`src/rtl/instr_encoder_loader.sv`:
```
// RV32I instruction encoder that streams encoded words into instruction memory over a WE/ACK handshake.
// Optional immediate/mnemonic legality flag enabled with `define ILLEGAL_CHECK_EN (default build: o_err tied low).
module instr_encoder_loader #(
    parameter int ADDR_W    = 6,
    parameter int BASE_ADDR = 0
) (
    input  logic              i_clk,
    input  logic              i_rst,
    input  logic              i_in_valid,
    output logic              o_in_ready,
    input  logic [3:0]        i_mnem,
    input  logic [4:0]        i_rd,
    input  logic [4:0]        i_rs1,
    input  logic [4:0]        i_rs2,
    input  logic [31:0]       i_imm,
    input  logic              i_clr,
    output logic              o_mem_we,
    output logic [ADDR_W-1:0] o_mem_addr,
    output logic [31:0]       o_mem_wdata,
    input  logic              i_mem_ack,
    output logic [ADDR_W:0]   o_count,
    output logic              o_full,
    output logic              o_err,
    output logic [1:0]        o_dbg_state
);

    // Handshake: a field set is taken on a rising edge where i_in_valid && o_in_ready;
    // a memory write is pending while o_mem_we is high and completes on the edge i_mem_ack is high.

    localparam logic [ADDR_W-1:0] BASE     = BASE_ADDR[ADDR_W-1:0];
    localparam logic [ADDR_W:0]   CAPACITY = {1'b1, {ADDR_W{1'b0}}};

    localparam logic [3:0] M_ADDI = 4'd0;
    localparam logic [3:0] M_ANDI = 4'd1;
    localparam logic [3:0] M_XORI = 4'd2;
    localparam logic [3:0] M_SLLI = 4'd3;
    localparam logic [3:0] M_SRAI = 4'd4;
    localparam logic [3:0] M_LW   = 4'd5;
    localparam logic [3:0] M_JALR = 4'd6;
    localparam logic [3:0] M_SW   = 4'd7;
    localparam logic [3:0] M_ADD  = 4'd8;
    localparam logic [3:0] M_SUB  = 4'd9;
    localparam logic [3:0] M_SLL  = 4'd10;
    localparam logic [3:0] M_LUI  = 4'd11;
    localparam logic [3:0] M_BNE  = 4'd12;
    localparam logic [3:0] M_BGE  = 4'd13;
    localparam logic [3:0] M_JAL  = 4'd14;

    localparam logic [6:0] OP_IMM    = 7'b0010011;
    localparam logic [6:0] OP_LOAD   = 7'b0000011;
    localparam logic [6:0] OP_JALR   = 7'b1100111;
    localparam logic [6:0] OP_STORE  = 7'b0100011;
    localparam logic [6:0] OP_REG    = 7'b0110011;
    localparam logic [6:0] OP_LUI    = 7'b0110111;
    localparam logic [6:0] OP_BRANCH = 7'b1100011;
    localparam logic [6:0] OP_JAL    = 7'b1101111;

    localparam logic [6:0] F7_ZERO = 7'b0000000;
    localparam logic [6:0] F7_ALT  = 7'b0100000;
    localparam logic [31:0] NOP_WORD = 32'h0000_0013;

    typedef enum logic [1:0] {
        ST_IDLE  = 2'd0,
        ST_WRITE = 2'd1,
        ST_FULL  = 2'd2
    } state_t;

    state_t              r_state;
    logic                r_in_ready;
    logic                r_mem_we;
    logic [ADDR_W-1:0]   r_mem_addr;
    logic [31:0]         r_mem_wdata;
    logic [ADDR_W:0]     r_count;
    logic                r_full;

    logic [31:0]         w_encoded;
    logic                w_accept;
    logic                w_clear;
    logic [ADDR_W:0]     w_count_next;

    // CLR wins over a same-cycle accept; a write in flight is never cut short by CLR.
    assign w_clear      = i_clr && (r_state != ST_WRITE);
    assign w_accept     = (r_state == ST_IDLE) && r_in_ready && i_in_valid && !i_clr;
    assign w_count_next = r_count + 1'b1;

    always_comb begin
        w_encoded = NOP_WORD;
        case (i_mnem)
            M_ADDI: w_encoded = {i_imm[11:0], i_rs1, 3'b000, i_rd, OP_IMM};
            M_ANDI: w_encoded = {i_imm[11:0], i_rs1, 3'b111, i_rd, OP_IMM};
            M_XORI: w_encoded = {i_imm[11:0], i_rs1, 3'b100, i_rd, OP_IMM};
            M_SLLI: w_encoded = {F7_ZERO, i_imm[4:0], i_rs1, 3'b001, i_rd, OP_IMM};
            M_SRAI: w_encoded = {F7_ALT, i_imm[4:0], i_rs1, 3'b101, i_rd, OP_IMM};
            M_LW:   w_encoded = {i_imm[11:0], i_rs1, 3'b010, i_rd, OP_LOAD};
            M_JALR: w_encoded = {i_imm[11:0], i_rs1, 3'b000, i_rd, OP_JALR};
            M_SW:   w_encoded = {i_imm[11:5], i_rs2, i_rs1, 3'b010, i_imm[4:0], OP_STORE};
            M_ADD:  w_encoded = {F7_ZERO, i_rs2, i_rs1, 3'b000, i_rd, OP_REG};
            M_SUB:  w_encoded = {F7_ALT, i_rs2, i_rs1, 3'b000, i_rd, OP_REG};
            M_SLL:  w_encoded = {F7_ZERO, i_rs2, i_rs1, 3'b001, i_rd, OP_REG};
            M_LUI:  w_encoded = {i_imm[31:12], i_rd, OP_LUI};
            M_BNE:  w_encoded = {i_imm[12], i_imm[10:5], i_rs2, i_rs1, 3'b001,
                                 i_imm[4:1], i_imm[11], OP_BRANCH};
            M_BGE:  w_encoded = {i_imm[12], i_imm[10:5], i_rs2, i_rs1, 3'b101,
                                 i_imm[4:1], i_imm[11], OP_BRANCH};
            M_JAL:  w_encoded = {i_imm[20], i_imm[10:1], i_imm[11], i_imm[19:12], i_rd, OP_JAL};
            default: w_encoded = NOP_WORD;
        endcase
    end

    always_ff @(posedge i_clk) begin
        if (i_rst) begin
            r_state     <= ST_IDLE;
            r_in_ready  <= 1'b0;
            r_mem_we    <= 1'b0;
            r_mem_addr  <= BASE;
            r_mem_wdata <= '0;
            r_count     <= '0;
            r_full      <= 1'b0;
        end else begin
            case (r_state)
                ST_IDLE: begin
                    if (w_clear) begin
                        r_mem_addr <= BASE;
                        r_count    <= '0;
                        r_full     <= 1'b0;
                        r_in_ready <= 1'b1;
                    end else if (w_accept) begin
                        r_mem_wdata <= w_encoded;
                        r_mem_we    <= 1'b1;
                        r_in_ready  <= 1'b0;
                        r_state     <= ST_WRITE;
                    end else begin
                        r_in_ready <= 1'b1;
                    end
                end
                ST_WRITE: begin
                    if (i_mem_ack) begin
                        r_mem_we   <= 1'b0;
                        r_count    <= w_count_next;
                        r_mem_addr <= r_mem_addr + 1'b1;
                        if (w_count_next == CAPACITY) begin
                            r_state    <= ST_FULL;
                            r_full     <= 1'b1;
                            r_in_ready <= 1'b0;
                        end else begin
                            r_state    <= ST_IDLE;
                            r_in_ready <= 1'b1;
                        end
                    end
                end
                ST_FULL: begin
                    // Address has already wrapped to BASE; only CLR reopens the buffer.
                    if (w_clear) begin
                        r_state    <= ST_IDLE;
                        r_mem_addr <= BASE;
                        r_count    <= '0;
                        r_full     <= 1'b0;
                        r_in_ready <= 1'b1;
                    end
                end
                default: begin
                    r_state    <= ST_IDLE;
                    r_in_ready <= 1'b0;
                    r_mem_we   <= 1'b0;
                end
            endcase
        end
    end

`ifdef ILLEGAL_CHECK_EN
    logic r_err;
    logic w_illegal;
    logic w_fits_12;
    logic w_fits_13;
    logic w_fits_21;

    assign w_fits_12 = (i_imm[31:11] == '0) || (i_imm[31:11] == '1);
    assign w_fits_13 = (i_imm[31:12] == '0) || (i_imm[31:12] == '1);
    assign w_fits_21 = (i_imm[31:20] == '0) || (i_imm[31:20] == '1);

    always_comb begin
        w_illegal = 1'b0;
        case (i_mnem)
            M_ADDI, M_ANDI, M_XORI, M_LW, M_JALR, M_SW: w_illegal = !w_fits_12;
            M_SLLI, M_SRAI:                             w_illegal = |i_imm[31:5];
            M_BNE, M_BGE:                               w_illegal = !w_fits_13 || i_imm[0];
            M_JAL:                                      w_illegal = !w_fits_21 || i_imm[0];
            M_ADD, M_SUB, M_SLL, M_LUI:                 w_illegal = 1'b0;
            default:                                    w_illegal = 1'b1;
        endcase
    end

    always_ff @(posedge i_clk) begin
        if (i_rst || w_clear) begin
            r_err <= 1'b0;
        end else if (w_accept && w_illegal) begin
            r_err <= 1'b1;
        end
    end

    assign o_err = r_err;
`else
    assign o_err = 1'b0;
`endif

    assign o_in_ready  = r_in_ready;
    assign o_mem_we    = r_mem_we;
    assign o_mem_addr  = r_mem_addr;
    assign o_mem_wdata = r_mem_wdata;
    assign o_count     = r_count;
    assign o_full      = r_full;
    assign o_dbg_state = r_state;

endmodule

```
`config.mk`:
```
export PLATFORM = sky130hd
export DESIGN_NAME = instr_encoder_loader
export DESIGN_NICKNAME = d
export VERILOG_FILES = /design/src/rtl/instr_encoder_loader.sv
export SDC_FILE = /design/constraint.sdc
export NUM_CORES = 1
export LEC_CHECK = 0
export CAP_MARGIN = 5
export CORE_MARGIN = 3
export CORE_UTILIZATION = 46
export CTS_CLUSTER_DIAMETER = 120
export CTS_CLUSTER_SIZE = 24
export DETAILED_ROUTE_END_ITERATION = 8
export PLACE_DENSITY = 0.83
export SETUP_SLACK_MARGIN = 0.05
export SKIP_CTS_REPAIR_TIMING = 1
export SYNTH_ARGS = -nofsm -noshare
export SYNTH_HDL_FRONTEND = slang
export SYNTH_SLANG_ARGS = --single-unit
```
`constraint.sdc`:
```
create_clock -name i_clk -period 4 [get_ports i_clk]
set_input_delay 0.6 -clock i_clk [delete_from_list [all_inputs] [get_ports i_clk]]
set_output_delay 0.6 -clock i_clk [all_outputs]
set_load 0.1 [all_outputs]
```
==> impl_metrics.env <==
export IMPL_min_period_over_period_pct=69.5
export IMPL_layout_drive_gt1_share_pct=4.47
export IMPL_start_util_pct=48.9
export IMPL_cts_sinks=49
export IMPL_cts_buffers=5
export IMPL_crit_required_ns=4.25
export IMPL_finalWirelength_um=8140
export IMPL_antenna_left=0
export IMPL_tightestPinTransition_ns=1.06
export IMPL_grt_max_degree=35
export IMPL_fp_row_count=27
export IMPL_dp_cells=511
export IMPL_clk_pin_slew_ns=0.10
export IMPL_cp_arrival_ns=3.03
export IMPL_worst_r2r_path_depth=6
export IMPL_cap_violations=0
export IMPL_finalNetCount=504
export IMPL_critPathLaunchType="input pin"
export IMPL_diodes=0
export IMPL_whs_ns=0.461
export IMPL_synth_async_reset_ratio_pct=0
export IMPL_tritoncts="done"
export IMPL_drc=0
export IMPL_synthTopCellsByArea="dfxtp_1, a21oi_1, nor2_1"
export IMPL_post_drt_via_cell_ratio=5.90
export IMPL_dr_total_vias=3060
export IMPL_grt_use_total_pct=23.0
export IMPL_core_area_mm2=0.00568
export IMPL_synth_seq_cells=49
export IMPL_ir_worst_vdd_mv=0.177
export IMPL_p_leak_nw=1.39
export IMPL_tns_ns=0
export IMPL_synthFlopType="dfxtp_1"
export IMPL_hold_path_depth=2
export IMPL_grt_pass1_wl_um=13500
export IMPL_startpoint="i_mnem[1]"
export IMPL_critPathCaptureType="register"
export IMPL_synth_warnings=0
export IMPL_fin_crit_ns=2.78
export IMPL_r2r_start="o_dbg_state[0]"
export IMPL_status="finished clean"
export IMPL_yosysUniqueCellTypes=53
export IMPL_die_height_um=83.7
export IMPL_critical_path_class="in2reg"
export IMPL_hp_start="o_mem_we"
export IMPL_h_tree_depth=2
export IMPL_hold_viol=0
export IMPL_postLayoutCoreUtil_pct=69.5
export IMPL_grt_overflow=0
export IMPL_critPathMaxFanout=23
export IMPL_ys_top_cells_by_count="dfxtp_1, nor2_1, a21oi_1"
export IMPL_setup_viol=0
export IMPL_total_power_mw=1.20
export IMPL_die_w_um=83.7
export IMPL_cts_buffer_depth=2
export IMPL_synth_edf_count=0
export IMPL_synth_fp_nets=417
export IMPL_antenna_found_initial=0
export IMPL_gp_congestion=0.814
export IMPL_yosys_area_top_type="dfxtp_1"
export IMPL_io_buffers=105
export IMPL_clk_latency_ns=0.31
export IMPL_fin_cells=519
export IMPL_drtIter0Drc=182
export IMPL_fp_dieArea_mm2=0.00701
export IMPL_drt_pass1_iter_count=5
export IMPL_drv_slew=0
export IMPL_dp_final_hpwl_um=6070
export IMPL_cts_root_buf="clkbuf_8"
export IMPL_max_slew_margin_pct=29.0
export IMPL_postSynthCellCount=359
export IMPL_p_per_area_mw_per_mm2=304
export IMPL_first_global_vias=2904
export IMPL_ys_seq_area_share_pct=35.3
export IMPL_syn_cell_area_mm2=0.00278
export IMPL_wl_per_cell_um=15.7
export IMPL_hold_path_class="reg2reg"
export IMPL_areaGrowthSynthToFinish_pct=42.0
export IMPL_synth_top_area_share_pct=35.3
export IMPL_rsz0062_at_grt="no"
export IMPL_clock_skew_ns=0.0100
export IMPL_syn_avg_cell_area_um2=7.74
export IMPL_max_freq_mhz=360
export IMPL_ioPinCount=107
==> where the power goes <==
part	internal, mW	leakage (nW)	total [mW]	switching (mW)
combinational	0.122	0.936	0.326	0.204
clock	0.187	0.0543	0.363	0.176
sequential	0.500	0.397	0.510	0.00917
==> cell type report <==
cell class | instances | area [µm²]
clock buffers | 5 | 68.8
repair buffers | 110 | 1090
flip-flops and latches | 49 | 981
well taps | 72 | 90.1
fillers | 488 | 1730
inverters | 4 | 15.0
multi-input cells | 276 | 1650
clock inverters | 3 | 46.3
==> critical path: stages <==
cell             delay [ns]
clkdlybuf4s50_1        0.78
nand2_1                0.29
nor2_1                 0.10
nor2_1                 0.81
o21ai_0                0.26
a21oi_1                0.18
==> placed cells by master, fill, tap and decap left out, types with 5 or more instances in the layout <==
master           instances
clkdlybuf4s50_1        105
nor2_1                  49
dfxtp_1                 49
a21oi_1                 38
nand2_1                 31
o21ai_0                 24
nor2b_1                 22
a22oi_1                 18
a32o_1                   6
a222oi_1                 6
a221oi_1                 5
nand3_1                  5
xor2_1                   5
a22o_1                   5
a2bb2oi_1                5
clkbuf_8                 5
buf_4                    5
==> metal layers <==
layer  vias up  GRT usage [%]  routed length, µm
met5         -              0                  0
met3         7           7.90                755
met4         0           4.82                 63
met1      1431           27.8               3370
met2       134           39.3               3950
li1       1488              -                  -
==> flip-flops by register name, indices dropped and copies added (netlist names) <==
| register | flops |
|---|---|
| o_in_ready | 1 |
| o_mem_we | 1 |
| o_full | 1 |
| o_dbg_state | 2 |
| o_mem_addr | 6 |
| o_mem_wdata | 31 |
| o_count | 7 |
==> logic make-up (layout without fill, tap and decap cells) <==
logic type / after synthesis / after routing / synth area share (%)
AO/OA/AOI/OAI: 126 / 126 / 31.0
XOR/XNOR: 5 / 5 / 1.58
adder cells (fa/ha/maj): 2 / 2 / 0.901
buffers and inverters: 34 / 122 / 5.13
flip-flops: 49 / 49 / 35.3
multiplexers: 2 / 2 / 0.766
other: 1 / 1 / 0.135
AND/OR/NAND/NOR: 140 / 140 / 25.1
==> through the flow <==
step                worst slack [ns]  area, µm²
floorplan                       1.49       2780
global placement                1.13       3830
detailed placement              1.03       3830
CTS                             1.34       3940
global route                   0.996       3940
finish                          1.22       3940
==> final timing paths <==
check,endpoint,slack (ns)
setup / recovery,o_mem_wdata[31],1.22
hold / removal,o_mem_we,0.46
setup reg to reg,o_mem_wdata[31],1.65
hold reg to reg,o_mem_we,0.46
No activity file was read; power rests on OpenSTA's default activity.
